<file path="config.mk">
export PLATFORM = sky130hd
export DESIGN_NAME = cntry_car_sensor
export DESIGN_NICKNAME = d
export VERILOG_FILES = /design/src/rtl/cntry_car_sensor.sv
export SDC_FILE = /design/constraint.sdc
export NUM_CORES = 1
export LEC_CHECK = 0
export ABC_AREA = 1
export BUFFER_PORTS_ARGS = -buffer_cell sky130_fd_sc_hd__buf_2
export CAP_MARGIN = 20
export CORE_MARGIN = 3
export CORE_UTILIZATION = 52
export DETAILED_ROUTE_END_ITERATION = 7
export GPL_TIMING_DRIVEN = 0
export MAX_ROUTING_LAYER = met4
export PLACE_DENSITY = 0.76
export SLEW_MARGIN = 10
export SYNTH_ARGS = -nofsm -noshare
export SYNTH_HDL_FRONTEND = slang
export SYNTH_SLANG_ARGS = --single-unit
</file>
<file path="constraint.sdc">
create_clock -name clock -period 2.5 [get_ports clock]
set_clock_uncertainty 0.1 [all_clocks]
set_input_delay 0 -clock clock [delete_from_list [all_inputs] [get_ports clock]]
set_output_delay 0 -clock clock [all_outputs]
set_load 0.02 [all_outputs]
</file>
<file path="src/rtl/cntry_car_sensor.sv">
// Country-road vehicle queue and car-present sensor for the highway/country
// signal controller, with a sticky safety monitor on the light codes it sees.
module cntry_car_sensor #(
    parameter int         CNT_W       = 4,
    parameter int         PASS_CYCLES = 2,
    parameter logic [1:0] RED         = 2'd0,
    parameter logic [1:0] YELLOW      = 2'd1,
    parameter logic [1:0] GREEN       = 2'd2
) (
    input  logic             clock,
    input  logic             clear_n,
    input  logic             arrive,
    input  logic [1:0]       hwy,
    input  logic [1:0]       cntry,
    output logic             X,
    output logic [CNT_W-1:0] queue_cnt,
    output logic             depart,
    output logic             overflow,
    output logic             conflict,
    output logic             seq_err
);

    localparam int               TMR_W   = (PASS_CYCLES > 1) ? $clog2(PASS_CYCLES) : 1;
    localparam logic [TMR_W-1:0] T_LAST  = TMR_W'(PASS_CYCLES - 1);
    localparam logic [CNT_W-1:0] Q_MAX   = '1;
    localparam logic [1:0]       ILLEGAL = 2'd3;

    typedef enum logic {
        S_WAIT,
        S_PASS
    } state_t;

    state_t           state, state_nxt;
    logic [TMR_W-1:0] timer, timer_nxt;
    logic [CNT_W-1:0] queue_nxt;
    logic             overflow_nxt;
    logic [1:0]       prev_hwy, prev_cntry;
    logic             green, queue_nz;
    logic             conflict_hit, seq_hit;

    // Only RED->GREEN->YELLOW->RED steps are allowed; holding a code is fine.
    function automatic logic legal_step(input logic [1:0] prev, input logic [1:0] cur);
        return (cur == prev)
            || (prev == RED    && cur == GREEN)
            || (prev == GREEN  && cur == YELLOW)
            || (prev == YELLOW && cur == RED);
    endfunction

    assign green    = (cntry == GREEN);
    assign queue_nz = (queue_cnt != '0);
    assign X        = queue_nz;

    // A car leaves only on the final timer count of an unbroken GREEN run.
    assign depart   = (state == S_PASS) && green && queue_nz && (timer == T_LAST);

    // NOTE: every always_comb output gets a default first, so no path can infer a latch.
    always_comb begin
        queue_nxt    = queue_cnt;
        overflow_nxt = overflow;
        case ({arrive, depart})
            2'b10: begin
                if (queue_cnt == Q_MAX) overflow_nxt = 1'b1;
                else                    queue_nxt    = queue_cnt + 1'b1;
            end
            2'b01:   queue_nxt = queue_cnt - 1'b1;
            default: queue_nxt = queue_cnt;
        endcase
    end

    always_comb begin
        state_nxt = state;
        timer_nxt = timer;
        case (state)
            S_WAIT: begin
                timer_nxt = '0;
                if (green && queue_nz) state_nxt = S_PASS;
            end
            S_PASS: begin
                if (!green || !queue_nz) begin
                    state_nxt = S_WAIT;
                    timer_nxt = '0;
                end else if (depart) begin
                    timer_nxt = '0;
                    state_nxt = (queue_nxt != '0) ? S_PASS : S_WAIT;
                end else begin
                    timer_nxt = timer + 1'b1;
                end
            end
            default: begin
                state_nxt = S_WAIT;
                timer_nxt = '0;
            end
        endcase
    end

    assign conflict_hit = (hwy == ILLEGAL) || (cntry == ILLEGAL)
                       || ((hwy != RED) && (cntry != RED));
    assign seq_hit      = !legal_step(prev_hwy, hwy) || !legal_step(prev_cntry, cntry);

    // NOTE: state registers use non-blocking assignments so every flop samples pre-edge values.
    always_ff @(posedge clock or negedge clear_n) begin
        if (!clear_n) begin
            state      <= S_WAIT;
            timer      <= '0;
            queue_cnt  <= '0;
            overflow   <= 1'b0;
            conflict   <= 1'b0;
            seq_err    <= 1'b0;
            prev_hwy   <= GREEN;
            prev_cntry <= RED;
        end else begin
            state      <= state_nxt;
            timer      <= timer_nxt;
            queue_cnt  <= queue_nxt;
            overflow   <= overflow_nxt;
            conflict   <= conflict | conflict_hit;
            seq_err    <= seq_err | seq_hit;
            prev_hwy   <= hwy;
            prev_cntry <= cntry;
        end
    end

endmodule

</file>
==> qor.csv, run 1 <==
metric;value;unit
register area;329;µm²
clock root cell;clkbuf_4;
WL per Instance;12.3;µm
PD cells;605;nW/µm²
DRC violations left;0;
final setup violation count;0;
area of the multi-input gates;407;µm²
commonest non-fill, non-tap cell in the layout;nand2_1;
nets;139;
commonest non-fill, non-tap cells in the layout;24 x nand2_1, 15 x buf_2, 13 x inv_1, 10 x dfrtp_1, 9 x nand3_1;
via/cell ratio;5.10;
antenna-violating nets left;0;
max incr delay on CP;0.41;ns
Yosys top cell by area;dfrtp_1;
# IOs;16;
CP max stage cell;dfrtp_2;
crit path DAT;2.36;ns
WP data required;2.57;ns
sequential cell area fraction in the yosys report;41.7;%
initial antenna violation count;0;
CP Capture Type;flip-flop;
post-layout util;73.8;%
Routability Congestion;0.765;
die height;44.8;µm
CTS Buf Count;3;
layout cell share with drive strength beyond 1;33.9;%
number of flops mapped to enable cells by yosys;0;
outcome;finished, final reports clean;
starting utilization of the core area;58.0;%
top cell type's share of synthesized area;38.3;%
core area;1350;µm²
PortBufs;15;
fin crit period;2.28;ns
WHS;0.0386;ns
area grow syn2layout;27.2;%
MaxCap Viol Count;0;
CP max FO;5;
synth unique cells;22;
ys flop type;dfrtp_1;
Post-synth ARST share;100;%
Detailed Route Iter0 Violations;17;
fill count;116;
pin count of the biggest net entering global routing;14;
Fin. Hold Viols;0;
Mapped Area;783;µm²
clk_lat worst skew;0.27;ns
H-tree depth;1;
maximum clock path buffer count;2;
WP buf/inv;4;
drt first pass iters;4;
CP startpoint kind;flip-flop;
Die W;44.8;µm
clock slew at reported path FFs;0.08;ns
P_leak;0.492;nW
Mapped Nets;113;
post-synthesis average cell area;7.68;µm²
number of global-route vias before repair;624;
hpwl dp;1210;µm
fin. max-slew vios;0;
maximum VDD drop;0.491;mV
Syn. warnings;0;
critical path cell sequence;inv_2, ha_2, nand2_1, nor2_1, nor3_2, inv_2, nor2_4, inv_2, ha_4, nand4_1, nand2_1, nand2_1, nand2_2, nor2_2, nand3_1, nand2_1, inv_1;
CTS tree;built;
drt total wl;1750;µm
Crit path top cell by count;nand2_1;
final instance area;996;µm²
area of the die;2010;µm²
f_max;0.438;GHz
clock sinks;13;
Hold WC Path Type;in2async;
worst-margin pin slew;0.304;ns
grt total ovfl;0;
worst relative slew slack;79.7;%
via count;724;
#FFs+latches synth;13;
Site Rows;13;
post-synthesis cell count;102;
GRT Overall Usage;19.7;%
final clock period utilization by the worst path;91.3;%
top cells by area, synth;dfrtp_1 38%, nand2_1 12%, inv_1 8.1%;
area of placed instances;877;µm²
ant diodes;0;
first-pass GRT wire length;2720;µm
worst setup path class;reg2reg;
delay-heaviest family, CP;simple AND/OR/NAND/NOR gates;
## routing by layer
layer	track usage [%]	vias to the layer above	wire length, µm
met5	-	-	0
met3	7.17	2	79
li1	-	371	-
met4	5.26	0	10
met2	29.2	16	858
met1	25.5	335	799
## where the power goes
group          internal [mW]  switching, mW
Clock                 0.0618         0.0664
Sequential             0.231         0.0241
Combinational         0.0856          0.133
## cells in the mapped netlist (2+ instances only)
library cell and number:
a21oi_1 3, dfrtp_1 12, ha_1 4, inv_1 17, inv_2 2, nand2_1 24
nand2_2 5, nand3_1 9, nand4_1 2, nor2_1 7, nor2_2 3, o21ai_0 4
## through the flow
stage	worst slack [ns]	setup TNS (ns)	total power, mW	cells
2_1_floorplan	0.0213	0	0.400	102
3_3_place_gp	0.135	0	0.448	132
3_5_place_dp	0.0987	0	0.456	132
4_1_cts	0.0726	0	0.588	141
5_1_grt	-0.00525	-0.00525	0.648	142
6_report	0.217	0	0.603	142
## logic make-up after synthesis
group           synth area share [%]
flops                           41.7
simple gates                    33.5
fa+ha+maj                       6.39
compound gates                  7.83
buf+inv                         10.5
## final timing paths
kind	cells after the start	to	slack (ns)	startpoint
worst max-delay path	17	state	0.22	queue_cnt[0]
worst min-delay path	2	queue_cnt[2]	0.04	clear_n
worst max register to register	17	state	0.22	queue_cnt[0]
worst min register to register	1	timer	0.36	timer
max in group asynchronous	2	prev_hwy[1]	1.98	clear_n
min in group clock	4	overflow	0.12	arrive
## cell type report
class / count / share of cell area [%]
sequential: 13 / 33.0
multi-input combinational: 69 / 40.8
clock buffer: 4 / 2.64
timing repair buffer: 21 / 13.3
inverter: 19 / 7.16
tap: 15 / 1.88
buffer: 1 / 1.13
## registers in the layout, summed over array words and instances, names as in the netlist
signal,cells
timer,1
seq_err,1
prev_hwy,2
prev_cntry,2
conflict,1
queue_cnt,4
overflow,1
state,1
## what timing repair did
action / in CTS / in global routing
gates resized for setup: 0 / 12
buffers inserted: 0 / 1
setup endpoints to repair: 0 / 1
endpoints found under the hold margin: 20 / 0
hold buffers: 5 / 0
No activity file was read; power rests on OpenSTA's default activity.
==> run 2, diff against run 1 <==
PLACE_DENSITY = default   (was 0.76)
PLACE_DENSITY_LB_ADDON = 0.12   (was default)
==> run 2 against run 1 <==
Effect of this change:
- highest routed layer unchanged
- non-clock buffer count rose by 2
- worst hold slack worse by 0.010 ns
- utilization rose by 1.9 points
- clock power is essentially flat
- register-to-register slack worse by 0.03 ns
- global-route usage is 1.8 points lower
==> qor.csv, run 2 (synthesized netlist as in run 1, its figures left out) <==
metric;value;unit;change
commonest non-fill, non-tap cell in the layout;nand2_1;;
area of the multi-input gates;419;µm²;+3.1%
Worst R2R Setup Slack;0.19;ns;-0.03 ns
CP startpoint kind;flip-flop;;
Most flops, register;queue_cnt;;
final clock period utilization by the worst path;92.5;%;+1.2 points
grt total ovfl;0;;unchanged
outcome;finished, final reports clean;;
Die W;44.8;µm;unchanged
biggest registers after layout;queue_cnt x4, prev_cntry x2, prev_hwy x2;;
via/cell ratio;5.07;;-0.57%
starting utilization of the core area;58.0;%;unchanged
max reg flops;4;;unchanged
Worst R2R Path Depth;17;;unchanged
final setup violation count;0;;unchanged
reg2reg start;queue_cnt[0];;
crit path DAT;2.39;ns;+0.03 ns
# IOs;16;;unchanged
WP data required;2.58;ns;about the same
GRT Overall Usage;17.9;%;-1.8 points
CP startpoint;queue_cnt[0];;
Fin. Hold Viols;0;;unchanged
hpwl dp;1120;µm;-7.1%
CP Capture Type;flip-flop;;
MaxCap Viol Count;0;;unchanged
maximum VDD drop;0.396;mV;-19%
area of the die;2010;µm²;unchanged
worst setup path class;reg2reg;;
drt first pass iters;4;;unchanged
CTS Buf Count;3;;unchanged
PD cells;598;nW/µm²;-1.2%
maximum clock path buffer count;2;;unchanged
clock slew at reported path FFs;0.08;ns;about the same
clock root cell;clkbuf_4;;
initial antenna violation count;0;;unchanged
clock sinks;13;;unchanged
area grow syn2layout;30.5;%;
worst-margin pin slew;0.288;ns;-0.0163 ns
P_leak;0.507;nW;+3.0%
CTS tree;built;;
layout cell share with drive strength beyond 1;34.1;%;+0.25 points
drt total wl;1540;µm;-12%
Routability Congestion;0.733;;-4.2%
fill count;99;;-15%
DP Worst Slack;0.0961;ns;-0.00260 ns
fin worst setup slack;0.187;ns;-0.0300 ns
PortBufs;15;;unchanged
fin. max-slew vios;0;;unchanged
ant diodes;0;;unchanged
antenna-violating nets left;0;;unchanged
post-route setup TNS;0;ns;unchanged
via count;730;;+0.83%
pin count of the biggest net entering global routing;14;;unchanged
register area;328;µm²;-0.38%
nets;141;;+1.4%
first-pass GRT wire length;2500;µm;-7.9%
DRC violations left;0;;unchanged
Pwr Total;0.611;mW;+1.4%
H-tree depth;1;;unchanged
Site Rows;13;;unchanged
die height;44.8;µm;unchanged
commonest non-fill, non-tap cells in the layout;23 x nand2_1, 15 x buf_2, 14 x inv_1, 11 x dfrtp_1, 9 x nand3_1;;
Detailed Route Iter0 Violations;9;;-8
number of global-route vias before repair;613;;-1.8%
core area;1350;µm²;unchanged
Hold WC Path Type;in2async;;
worst relative slew slack;80.8;%;+1.1 points
fin crit period;2.31;ns;+0.0300 ns
clk_lat worst skew;0.27;ns;about the same
CP max FO;5;;unchanged
f_max;0.432;GHz;-1.3%
WL per Instance;10.7;µm;-13%
[run 2: cell count changes in the layout (fill, tap and decap cells not counted), sizes merged]
cell / change
buf: +2
[run 2: final timing paths]
path	end
worst max-delay path	state
worst min-delay path	queue_cnt[0]
worst max register to register	state
worst min register to register	timer
max in group asynchronous	prev_hwy[1]
min in group clock	overflow
[run 2: what timing repair did]
action | CTS | global route
buffers inserted | 0 | 3
hold buffers | 5 | 0
hold endpoints to repair | 21 | 0
endpoints found under the setup margin | 0 | 1
gates resized for setup | 0 | 12
[run 2: metrics by stage]
stage	utilization, %	hold WS [ns]	area (µm²)	std cells
3_3_place_gp	65.0	-0.205	877	132
4_1_cts	70.6	0.0288	953	141
6_report	75.7	0.0283	1020	144
3_5_place_dp	65.0	-0.198	877	132
2_1_floorplan	-	-0.396	783	102
5_1_grt	75.7	0.0560	1020	144
[run 2: layer usage]
layer  vias to the layer above  share of wire, %  track usage, %
met1                       329                46            22.2
met5                         -                 0               -
met4                         0               1.4            7.02
li1                        376                 -               -
met3                         4               6.5            5.98
met2                        21                46            26.9
[run 2: final cells by class]
cell class	count	area share [%]
multi-input combinational	69	41.0
sequential	13	32.1
timing repair buffer	23	14.4
inverter	19	6.98
clock buffer	4	2.57
tap	15	1.84
buffer	1	1.10
[run 2: where the power goes]
| group | internal (mW) | total [mW] | switching (mW) |
|---|---|---|---|
| Combinational | 0.0956 | 0.228 | 0.132 |
| Clock | 0.0619 | 0.128 | 0.0661 |
| Sequential | 0.231 | 0.255 | 0.0242 |
| Total | 0.389 | 0.611 | 0.222 |
[run 2: critical path, stage by stage, from the launching register on]
cell and delay [ns]:
dfrtp_1 0.43, inv_2 0.09, ha_4 0.17, nand2_1 0.06
nor2_1 0.05, nor3_2 0.23, inv_2 0.09, nor2_4 0.16
inv_2 0.06, ha_4 0.17, nand4_1 0.12, nand2_2 0.08
nand2_1 0.07, nand2_2 0.06, nor2_2 0.09, nand3_1 0.08
nand2_1 0.06, inv_1 0.04
==> run 3, diff against run 2 <==
==> constraint.sdc (replaced) <==
create_clock -name clock -period 2.5 [get_ports clock]
set_clock_uncertainty 0.1 [all_clocks]
set_input_delay 0.5 -clock clock [delete_from_list [all_inputs] [get_ports clock]]
set_output_delay 0.5 -clock clock [all_outputs]
set_load 0.02 [all_outputs]
==> run 3 against run 2 <==
Effect of this change:
- non-clock buffer count decreased by 5
- design area decreased by 4.7%
- utilization decreased by 3.5 points
- count of clock-buffer cells in the layout unchanged
- first-iteration DRC count unchanged
- total power decreased by 0.74%
- clock power about the same
- global-route usage increased by 0.070 points
==> qor.csv, run 3 (synthesized netlist as in run 1, its figures left out) <==
metric;value;unit;change
sw frac;36.6;%;+0.20 points
clock sinks;13;;unchanged
MaxCap Viol Count;0;;unchanged
delay-heaviest family, CP;simple AND/OR/NAND/NOR gates;;
area grow syn2layout;24.4;%;
Hold WC Path Type;in2reg;;
post-layout util;72.2;%;-3.5 points
via count;706;;-3.3%
Internal;0.384;mW;-1.1%
commonest non-fill, non-tap cells in the layout;23 x nand2_1, 15 x buf_2, 14 x inv_1, 11 x dfrtp_1, 9 x nand3_1;;
combinational power share;36.7;%;-0.6 points
crit path DAT;1.72;ns;-0.67 ns
final setup violation count;0;;unchanged
initial antenna violation count;0;;unchanged
DP Worst Slack;0.0961;ns;unchanged
Site Rows;13;;unchanged
area of the die;2010;µm²;unchanged
worst-margin pin slew;0.292;ns;+0.00473 ns
maximum VDD drop;0.398;mV;+0.48%
NetSw;0.222;mW;-0.19%
DRC violations left;0;;unchanged
final instance area;975;µm²;-4.7%
worst setup path class;reg2out;;
grt total ovfl;0;;unchanged
critical path cell sequence;inv_2, ha_4, nand2_1, nor2_1, nor3_2, inv_2, nor2_4, buf_2;;
WP data required;1.90;ns;-0.68 ns
core area;1350;µm²;unchanged
ant diodes;0;;unchanged
Most flops, register;queue_cnt;;
fin. max-slew vios;0;;unchanged
H-tree depth;1;;unchanged
GRT Overall Usage;18.0;%;+0.070 points
maximum clock path buffer count;2;;unchanged
max incr delay on CP;0.43;ns;about the same
P_leak;0.485;nW;-4.4%
drt total wl;1500;µm;-3.0%
Detailed Route Iter0 Violations;9;;unchanged
number of global-route vias before repair;614;;+0.16%
nets;136;;-3.5%
f_max;0.430;GHz;-0.47%
Die W;44.8;µm;unchanged
# IOs;16;;unchanged
WL per Instance;10.8;µm;+0.44%
die height;44.8;µm;unchanged
CP startpoint kind;flip-flop;;
via/cell ratio;5.08;;+0.19%
drt first pass iters;4;;unchanged
max reg flops;4;;unchanged
commonest non-fill, non-tap cell in the layout;nand2_1;;
layout cell share with drive strength beyond 1;34.7;%;+0.57 points
outcome;finished, final reports clean;;
pin count of the biggest net entering global routing;14;;unchanged
final clock period utilization by the worst path;93.0;%;+0.43 points
CTS tree;built;;
hpwl dp;1120;µm;unchanged
CTS Buf Count;3;;unchanged
clock root cell;clkbuf_4;;
area of placed instances;877;µm²;unchanged
clock slew at reported path FFs;0.08;ns;about the same
worst relative slew slack;80.5;%;-0.32 points
PortBufs;15;;unchanged
starting utilization of the core area;58.0;%;unchanged
fin worst setup slack;0.176;ns;-0.0108 ns
WHS;0.248;ns;+0.220 ns
Clock Power Share;21.2;%;+0.2 points
share of power burned in registers;42.1;%;+0.3 points
Fin. Hold Viols;0;;unchanged
PD cells;622;nW/µm²;+4.1%
clk_lat worst skew;0.27;ns;about the same
CP max stage cell;dfrtp_1;;
CP Capture Type;output pin;;
fin crit period;2.32;ns;+0.0108 ns
antenna-violating nets left;0;;unchanged
WP buf/inv;3;;-1
first-pass GRT wire length;2510;µm;+0.28%
Routability Congestion;0.733;;unchanged
biggest registers after layout;queue_cnt x4, prev_cntry x2, prev_hwy x2;;
Crit path top cell by count;inv_2;;
CP max FO;5;;unchanged
## run 3: cell count changes in the layout (fill, tap and decap cells not counted), sizes merged
cell,change
dlygate4sd3,-4
buf,-1
## run 3: what timing repair did
action | in CTS | in global routing
setup endpoints to repair | 0 | 2
buffers inserted | 0 | 2
resized for setup | 0 | 12
endpoints found under the hold margin | 12 | 0
hold buffers | 1 | 0
## run 3: final cells by class
cell class / instances / area (µm²)
buffer: 1 / 11.3
tap: 15 / 18.8
clock buffer: 4 / 26.3
fill: 106 / 375
inverter: 19 / 71.3
multi-input combinational: 69 / 419
timing repair buffer: 18 / 100
sequential: 13 / 328
## run 3: worst paths after layout
check                              from  slack [ns]            to  depth (start not counted)
setup / recovery           queue_cnt[0]        0.18        depart                          8
hold / removal                   hwy[1]        0.25   prev_hwy[1]                          1
setup reg to reg           queue_cnt[0]        0.21         state                         17
hold reg to reg                   timer        0.35         timer                          1
max in group asynchronous       clear_n        1.49   prev_hwy[1]                          2
min in group asynchronous       clear_n        0.53  queue_cnt[0]                          2
## run 3: power groups by stage
stage               Sequential, mW  Combinational [mW]  Clock, mW
CTS                          0.253               0.197      0.136
floorplan                    0.270               0.131          0
finish                       0.255               0.223      0.128
global route                 0.261               0.254      0.142
detailed placement           0.257               0.195          0
global placement             0.256               0.192          0
## run 3: per-layer routing
metal  part of all wire (%)  wire (µm)  track usage, %
met5                      0          0               -
met4                    1.5         22            7.02
met3                    6.9        103            5.98
met2                     45        680            27.8
met1                     46        692            21.6
## run 3: metrics by stage
step | power (mW) | setup TNS (ns) | instances
final | 0.606 | 0 | 139
after global routing | 0.657 | -0.0220 | 139
after CTS | 0.586 | 0 | 137
after detailed placement | 0.452 | 0 | 132
after global placement | 0.448 | 0 | 132
after floorplan | 0.400 | 0 | 102
